`config.mk`:
```
export PLATFORM = sky130hd
export DESIGN_NAME = spider_hit_detector
export DESIGN_NICKNAME = d
export VERILOG_FILES = /design/src/rtl/spider_hit_detector.sv
export SDC_FILE = /design/constraint.sdc
export NUM_CORES = 1
export LEC_CHECK = 0
export CAP_MARGIN = 20
export CORE_MARGIN = 2
export CORE_UTILIZATION = 25
export DETAILED_ROUTE_END_ITERATION = 7
export PLACE_DENSITY_LB_ADDON = 0.3
export SYNTH_ARGS = -nofsm -noshare
export SYNTH_HDL_FRONTEND = slang
export SYNTH_SLANG_ARGS = --single-unit
export TNS_END_PERCENT = 100
```
`constraint.sdc`:
```
create_clock -name clk25 -period 9.76 [get_ports clk25]
set_clock_uncertainty 0.05 [all_clocks]
set_input_delay 1.952 -clock clk25 [delete_from_list [all_inputs] [get_ports clk25]]
set_output_delay 1.952 -clock clk25 [all_outputs]
set_load 0.005 [all_outputs]
```
`src/rtl/spider_hit_detector.sv`:
```
// spider_hit_detector: per-frame collision resolver for the four spiders.
// Snapshots every input at the start of a frame. It then scans one spider per
// cycle and emits registered one-cycle strobes plus a saturating score.
module spider_hit_detector #(
  parameter int SPIDER_W    = 32,
  parameter int SPIDER_H    = 32,
  parameter int BULLET_W    = 4,
  parameter int BULLET_H    = 8,
  parameter int PLAYER_W    = 32,
  parameter int PLAYER_H    = 32,
  parameter int KILL_POINTS = 10
) (
  input  logic        clk25,
  input  logic        reset_spider,
  input  logic        frame_tick,
  input  logic [39:0] spider_x_flat,
  input  logic [39:0] spider_y_flat,
  input  logic [3:0]  spider_alive_flat,
  input  logic [9:0]  bullet_x,
  input  logic [9:0]  bullet_y,
  input  logic        bullet_active,
  input  logic [9:0]  player_x,
  input  logic [9:0]  player_y,
  output logic [3:0]  spider_kill,
  output logic        bullet_consume,
  output logic        player_hit,
  output logic [15:0] score,
  output logic        busy
);

  typedef enum logic [1:0] {IDLE, SNAP, SCAN, REPORT} state_t;

  localparam logic [10:0] SW = 11'(SPIDER_W);
  localparam logic [10:0] SH = 11'(SPIDER_H);
  localparam logic [10:0] BW = 11'(BULLET_W);
  localparam logic [10:0] BH = 11'(BULLET_H);
  localparam logic [10:0] PW = 11'(PLAYER_W);
  localparam logic [10:0] PH = 11'(PLAYER_H);

  state_t      r_state, w_next;
  logic [1:0]  r_idx;
  logic [39:0] r_sx, r_sy;
  logic [3:0]  r_alive;
  logic [9:0]  r_bx, r_by, r_px, r_py;
  logic        r_bact;
  logic [3:0]  r_kill_acc;
  logic        r_bused, r_pacc;
  logic [3:0]  r_kill;
  logic        r_consume, r_phit, r_busy;
  logic [15:0] r_score;

  logic [10:0] w_sx, w_sy, w_bx, w_by, w_px, w_py;
  logic        w_alive, w_bov, w_pov, w_bhit, w_phit, w_last;
  logic [3:0]  w_kill_nxt;
  logic        w_bused_nxt, w_pacc_nxt;
  logic [2:0]  w_pop;
  logic [31:0] w_sum;
  logic [15:0] w_score_nxt;

  // Select the snapped spider under test; all sums are 11 bits so the right
  // and bottom edges never wrap past 1023.
  always_comb begin
    w_sx    = '0;
    w_sy    = '0;
    w_alive = 1'b0;
    for (int i = 0; i < 4; i++) begin
      if (r_idx == i[1:0]) begin
        w_sx    = {1'b0, r_sx[i*10 +: 10]};
        w_sy    = {1'b0, r_sy[i*10 +: 10]};
        w_alive = r_alive[i];
      end
    end
  end

  assign w_bx = {1'b0, r_bx};
  assign w_by = {1'b0, r_by};
  assign w_px = {1'b0, r_px};
  assign w_py = {1'b0, r_py};

  assign w_bov = (w_sx < w_bx + BW) && (w_bx < w_sx + SW) &&
                 (w_sy < w_by + BH) && (w_by < w_sy + SH);
  assign w_pov = (w_sx < w_px + PW) && (w_px < w_sx + SW) &&
                 (w_sy < w_py + PH) && (w_py < w_sy + SH);

  // The bullet is spent by the first (lowest index) spider it hits. A spider
  // killed on this cycle cannot also hurt the player.
  assign w_bhit = (r_state == SCAN) && w_alive && r_bact && w_bov && !r_bused;
  assign w_phit = (r_state == SCAN) && w_alive && w_pov && !w_bhit;
  assign w_last = (r_state == SCAN) && (r_idx == 2'd3);

  assign w_kill_nxt  = r_kill_acc | ({3'b000, w_bhit} << r_idx);
  assign w_bused_nxt = r_bused | w_bhit;
  assign w_pacc_nxt  = r_pacc | w_phit;

  // Score increment from the final kill mask, saturating at 16'hFFFF.
  always_comb begin
    w_pop = '0;
    for (int i = 0; i < 4; i++) w_pop = w_pop + 3'(w_kill_nxt[i]);
    w_sum       = 32'(r_score) + 32'(w_pop) * 32'(KILL_POINTS);
    w_score_nxt = (w_sum > 32'h0000_FFFF) ? 16'hFFFF : w_sum[15:0];
  end

  // Next-state: frame_tick is only honoured in IDLE, so ticks while busy drop.
  always_comb begin
    w_next = r_state;
    case (r_state)
      IDLE:    if (frame_tick) w_next = SNAP;
      SNAP:    w_next = SCAN;
      SCAN:    if (r_idx == 2'd3) w_next = REPORT;
      REPORT:  w_next = IDLE;
      default: w_next = IDLE;
    endcase
  end

  // State register.
  always_ff @(posedge clk25 or posedge reset_spider) begin
    if (reset_spider) r_state <= IDLE;
    else              r_state <= w_next;
  end

  // Snapshot, scan accumulators and registered outputs. Strobes load on the
  // last scan cycle so they are visible for exactly the REPORT cycle.
  always_ff @(posedge clk25 or posedge reset_spider) begin
    if (reset_spider) begin
      r_idx      <= '0;
      r_sx       <= '0;
      r_sy       <= '0;
      r_alive    <= '0;
      r_bx       <= '0;
      r_by       <= '0;
      r_bact     <= 1'b0;
      r_px       <= '0;
      r_py       <= '0;
      r_kill_acc <= '0;
      r_bused    <= 1'b0;
      r_pacc     <= 1'b0;
      r_kill     <= '0;
      r_consume  <= 1'b0;
      r_phit     <= 1'b0;
      r_score    <= '0;
      r_busy     <= 1'b0;
    end else begin
      if (r_state == SNAP) begin
        r_sx       <= spider_x_flat;
        r_sy       <= spider_y_flat;
        r_alive    <= spider_alive_flat;
        r_bx       <= bullet_x;
        r_by       <= bullet_y;
        r_bact     <= bullet_active;
        r_px       <= player_x;
        r_py       <= player_y;
        r_kill_acc <= '0;
        r_bused    <= 1'b0;
        r_pacc     <= 1'b0;
        r_idx      <= '0;
      end else if (r_state == SCAN) begin
        r_kill_acc <= w_kill_nxt;
        r_bused    <= w_bused_nxt;
        r_pacc     <= w_pacc_nxt;
        r_idx      <= r_idx + 2'd1;
      end
      r_kill    <= w_last ? w_kill_nxt  : 4'b0000;
      r_consume <= w_last ? w_bused_nxt : 1'b0;
      r_phit    <= w_last ? w_pacc_nxt  : 1'b0;
      if (w_last) r_score <= w_score_nxt;
      r_busy <= (w_next != IDLE);
    end
  end

  assign spider_kill    = r_kill;
  assign bullet_consume = r_consume;
  assign player_hit     = r_phit;
  assign score          = r_score;
  assign busy           = r_busy;

endmodule

```
# Yosys cells after proc, flatten, opt, wreduce, memory -nomap -nowiden

Index checks and enable logic that the tools add are counted.

Register bits after elaboration: 158

Add/subtract/negate cells: 11
$mul: 1
Magnitude comparators: 9
Eq/ne operators: 6
Shift-type cells: 1
Mux-type cells: 27
Bitwise operators: 3
Reductions and logical operators: 19

Operators with widths:

| operator                                             | count |
|---|---|
| two-way mux 11 bit                                   | 6 |
| less-than comparator 10 x 11 -> 1 bit                | 4 |
| less-than comparator 11 bit                          | 4 |
| adder 10 x 6 -> 11 bit, second input constant        | 2 |
| adder 11 x 6 -> 11 bit, second input constant        | 2 |
| two-way mux 10 bit                                   | 2 |
| adder 16 x 7 -> 17 bit                               | 1 |
| > comparator 17 x 16 -> 1 bit, second input constant | 1 |
| two-way mux 16 bit                                   | 1 |
| logical AND 1 bit                                    | 13 |
| two-way mux 4 bit                                    | 3 |
| adder 10 x 3 -> 11 bit, second input constant        | 1 |
| adder 10 x 4 -> 11 bit, second input constant        | 1 |
| two-way mux 1 bit                                    | 10 |
| equality test 2 bit, second input constant           | 4 |
| two-way mux 2 bit                                    | 4 |
| one-hot mux 2 bit (4 select lines)                   | 1 |
| multiplier 3 x 3 -> 6 bit, second input constant     | 1 |
| equality test 2 x 1 -> 1 bit, second input constant  | 2 |
| logical NOT 2 bit                                    | 2 |
| bitwise OR 4 bit                                     | 1 |
| nonzero test 2 bit                                   | 2 |
| left shift 1 x 2 -> 4 bit                            | 1 |
| adder 2 x 1 -> 3 bit                                 | 1 |
| other kinds (5)                                      | 7 |

# Logic depth before layout (Yosys ltp)

Depth after elaboration: 21
Gate-level depth with buffers: 36
Gate-level depth less buffers: 32

# Worst setup path after synthesis

OpenSTA, ideal clock, no wires.

Path kind: reg2reg
From: register r_idx[1]
To: register r_score[10] (netlist: score[10])
Setup time: 64 ps
Arrival: 7,156 ps
Slack: 2,489 ps
Cell stages (with the launch flop): 36
Period minus slack after synthesis: 7,271 ps
Path through: dfrtp_1 inv_1 ha_1 buf_2 buf_2 clkbuf_1 buf_1 a21oi_1 nor2_1 a21oi_1 o21ai_0 ha_1 nor2b_1 xnor2_1 ha_1 a2111oi_0 nand2_1 o22ai_1 o211ai_1 a2111oi_4 a21oi_1 fa_1 inv_1 ha_1 ha_1 ha_1 ha_1 ha_1 inv_1 o21ai_0 a21o_1 a21oi_1 or3b_2 clkbuf_1 nand4_1 o21a_1

Longest elaborated chain between the ends: 21

Ends and longest elaborated chain:

| element                               | RTL line | RTL |
|---|---|---|
| start, declared                       | 41       | `logic [1:0] r_idx;` |
| start signal, assigned                | 160      | `r_idx <= r_idx + 2'd1;` |
| logical NOT 2 bit                     | 67       | `if (r_idx == i[1:0]) begin` |
| two-way mux 10 bit                    | 67       |  |
| two-way mux 11 bit (3 in series)      | 67       |  |
| adder 11 x 6 -> 11 bit                | 80       | `assign w_bov = (w_sx < w_bx + BW) && (w_bx < w_sx + SW) &&` |
| less-than comparator 10 x 11 -> 1 bit | 80       |  |
| logical AND 1 bit (2 in series)       | 80       |  |
| logical AND 1 bit                     | 81       | `(w_sy < w_by + BH) && (w_by < w_sy + SH);` |
| logical AND 1 bit (2 in series)       | 87       | `assign w_bhit = (r_state == SCAN) && w_alive && r_bact && w_bov && !r_bused;` |
| left shift 1 x 2 -> 4 bit             | 91       | `assign w_kill_nxt = r_kill_acc \| ({3'b000, w_bhit} << r_idx);` |
| bitwise OR 4 bit                      | 91       |  |
| adder 1 x 1 -> 2 bit                  | 98       | `for (int i = 0; i < 4; i++) w_pop = w_pop + 3'(w_kill_nxt[i]);` |
| adder 2 x 1 -> 3 bit                  | 98       |  |
| adder 3 x 1 -> 3 bit                  | 98       |  |
| multiplier 3 x 3 -> 6 bit             | 99       | `w_sum = 32'(r_score) + 32'(w_pop) * 32'(KILL_POINTS);` |
| adder 16 x 7 -> 17 bit                | 99       |  |
| > comparator 17 x 16 -> 1 bit         | 100      | `w_score_nxt = (w_sum > 32'h0000_FFFF) ? 16'hFFFF : w_sum[15:0];` |
| two-way mux 16 bit                    | 100      |  |
| end signal, assigned                  | 165      | `if (w_last) r_score <= w_score_nxt;` |
| end, declared                         | 50       | `logic [15:0] r_score;` |

Parallel ways exist; a longest one is shown, timed or not.
A chain may end at the register's enable or synchronous reset.

# Worst setup path in the final report

From: register r_idx[1]
To: register r_score[12] (netlist: score[12])

The elaborated chain is that of the path after synthesis.

==> results.sh <==
export IMPL_synth_common_cells="dfrtp_1, mux2_2, ha_1"
export IMPL_clockBufferDepth=2
export IMPL_finalCritPeriodShare=0.8359
export IMPL_layout_cells_non_filler=1514
export IMPL_hold_depth=1
export IMPL_vias_per_cell=4.634
export IMPL_place_inst=1482
export IMPL_hp_class="flip-flop to flip-flop"
export IMPL_cp_start_kind="flip-flop"
export IMPL_clockRootBuffer="clkbuf_16"
export IMPL_cp_end_kind="flip-flop"
export IMPL_grt_max_degree=95
export IMPL_slew_viol_final=0
export IMPL_dr_first_iter_drc_count=404
export IMPL_clk_latency_ps=450
export IMPL_synth_area_sq_um=9341
export IMPL_synth_most_common_cell="dfrtp_1"
export IMPL_final_core_util=0.3243
export IMPL_power_density_nw_per_um2=363.3
export IMPL_ys_types=59
export IMPL_post_cts_buffers=0
export IMPL_antenna_found_initial=0
export IMPL_cts_sinks=158
export IMPL_cts_tree="done"
export IMPL_start_util=0.2546
export IMPL_first_pass_iters=4
export IMPL_routedWlPerCell_um=17.78
export IMPL_drt_wl_total_um=26920
export IMPL_criticalPathCategory="flip-flop to flip-flop"
export IMPL_cts_repair_resized=0
export IMPL_p_leak_uw=0.005158
export IMPL_path_max_fanout=25
export IMPL_numCtsBuffers=17
export IMPL_place_gp_congestion=0.8108
export IMPL_setup_tns_ps=0
export IMPL_setup_viol=0
export IMPL_drc=0
export IMPL_die_width_um=197.3
export IMPL_slowest_stage="ha_1"
export IMPL_clkSlewWorstSetupHoldPaths_ps=70
export IMPL_die_h_um=197.3
export IMPL_synth_net_count=1119
export IMPL_area_growth_pct=27.39
export IMPL_grt_pass1_vias=7370
export IMPL_num_io_pins=151
export IMPL_p_total_uw=4323
export IMPL_crit_required_ps=10100
export IMPL_coreArea_sq_um=36700
export IMPL_cpPeakStageDelay_ps=700
export IMPL_dpl_hpwl_um=20650
export IMPL_core_rowCount=70
export IMPL_worstMarginPinSlew_ps=989.6
export IMPL_synth_seq_cells=158
export IMPL_arrival_ps=8500
export IMPL_synth_top_cell_by_area="dfrtp_1"
export IMPL_syn_inst=897
export IMPL_max_cap_violations=0
export IMPL_hold_buffers=0
export IMPL_gr_total_overflow=0
export IMPL_final_nets=1255
export IMPL_slew_headroom=0.3403
export IMPL_cpMostUsedCell="ha_1"
export IMPL_ys_warn_count=0
export IMPL_rsz0062_at_grt="false"
export IMPL_io_buffer_count=150
export IMPL_drive_above_1_share=0.1530
export IMPL_synth_top_area_frac=0.4233
export IMPL_status="finished, final reports clean"
export IMPL_hold_viol=0
export IMPL_fin_crit_ps=8158
export IMPL_reg2reg_depth=31
export IMPL_die_area_sq_um=38930
export IMPL_synth_main_ff_cell="dfrtp_1"
export IMPL_synth_area_top_cells="dfrtp_1, mux2_2, ha_1"
export IMPL_grt_use_total=0.1436
export IMPL_ant_nets=0
export IMPL_htreeDepth=4
export IMPL_async_reset_ff_frac=1.000
export IMPL_yosysSeqAreaShare=0.4233
export IMPL_num_antenna_cells=0
export IMPL_clock_fmax_mhz=122.6
export IMPL_synth_enable_flop_cells=0
export IMPL_vdd_drop_max_mv=0.1341
export IMPL_grt_pass1_wl_um=42430
export IMPL_avgSynthCellArea_sq_um=10.41
export IMPL_vias=7016
state kept, by name, indices dropped and copies added, names as in the netlist:
signal,flops
bullet_consume,1
spider_kill,4
player_hit,1
r_pacc,1
r_bact,1
r_state,2
r_bused,1
r_bx,10
r_px,10
r_sx,40
r_by,10
r_idx,2
busy,1
r_kill_acc,4
r_py,10
score,16
r_alive,4
r_sy,40
report_power, final:
| group | leakage [uW] | switching (uW) | internal (uW) |
|---|---|---|---|
| combinational | 0.00295 | 1300 | 1130 |
| sequential | 0.00192 | 273 | 951 |
| clock | 0.000285 | 326 | 341 |
| total | 0.00516 | 1900 | 2430 |
logic make-up after synthesis:
kind of cell,synth area share
multiplexers,0.1362
XOR/XNOR,0.02907
flip-flops,0.4233
adder cells (fa/ha/maj),0.1275
buffers and inverters,0.03737
AO/OA/AOI/OAI,0.1414
AND/OR/NAND/NOR,0.1051
layout make-up:
type / instances / area (sq um)
inverters: 52 / 200.2
flip-flops and latches: 158 / 3954
clock inverters: 15 / 142.6
well taps: 468 / 585.6
fillers: 3720 / 24800
repair buffers: 155 / 1539
multi-input cells: 649 / 5054
clock buffers: 17 / 425.4
routing by layer:
layer,part of all wire,vias to the layer above,track usage,routed length (um)
li1,-,3486,-,-
met1,0.52,3394,0.2095,13920
met2,0.44,123,0.2148,11830
met3,0.032,13,0.02663,855
met4,0.012,0,0.04233,318
met5,0,-,0,0
through the flow:
step           worst slack, ps  hold WS [ps]  cell area (sq um)
2_1_floorplan             2490         409.0               9341
3_3_place_gp              1928         412.5              11330
3_5_place_dp              1623         426.5              11330
4_1_cts                   1589         453.3              11900
5_1_grt                  802.6         479.5              11900
6_report                  1602         439.6              11900
placed cells by master, fill, tap and decap left out, types with 11 or more instances in the layout:
cell | Yosys | final
inv_1 | 52 | 51
clkbuf_16 | 0 | 17
mux2_2 | 113 | 113
o21a_1 | 11 | 11
dfrtp_1 | 158 | 158
a21o_1 | 14 | 14
nand2_1 | 65 | 65
xor2_1 | 16 | 16
clkdlybuf4s50_1 | 0 | 150
nand3_1 | 23 | 23
a21oi_1 | 56 | 56
nor2_1 | 58 | 58
ha_1 | 92 | 90
o21ai_0 | 54 | 54
xnor2_1 | 15 | 15
worst max-delay path: cells and delay by family (launching register included):
family          cells  cell delay [ps]
fa+ha+maj           9             2940
compound gates     11             2770
simple gates        5             1030
buf+inv             4              610
flops               1              460
mux                 1              140
xor+xnor            1              110
worst paths after layout:
path	from	endpoint	slack [ps]
hold reg to reg	score[0]	score[0]	440
setup / recovery	r_idx[1]	score[12]	1600
hold / removal	score[0]	score[0]	440
setup reg to reg	r_idx[1]	score[12]	1600
min in group asynchronous	reset_spider	r_sy[2]	1990
max in group asynchronous	reset_spider	r_sx[35]	6300
Power figures use the tool's default switching activity.
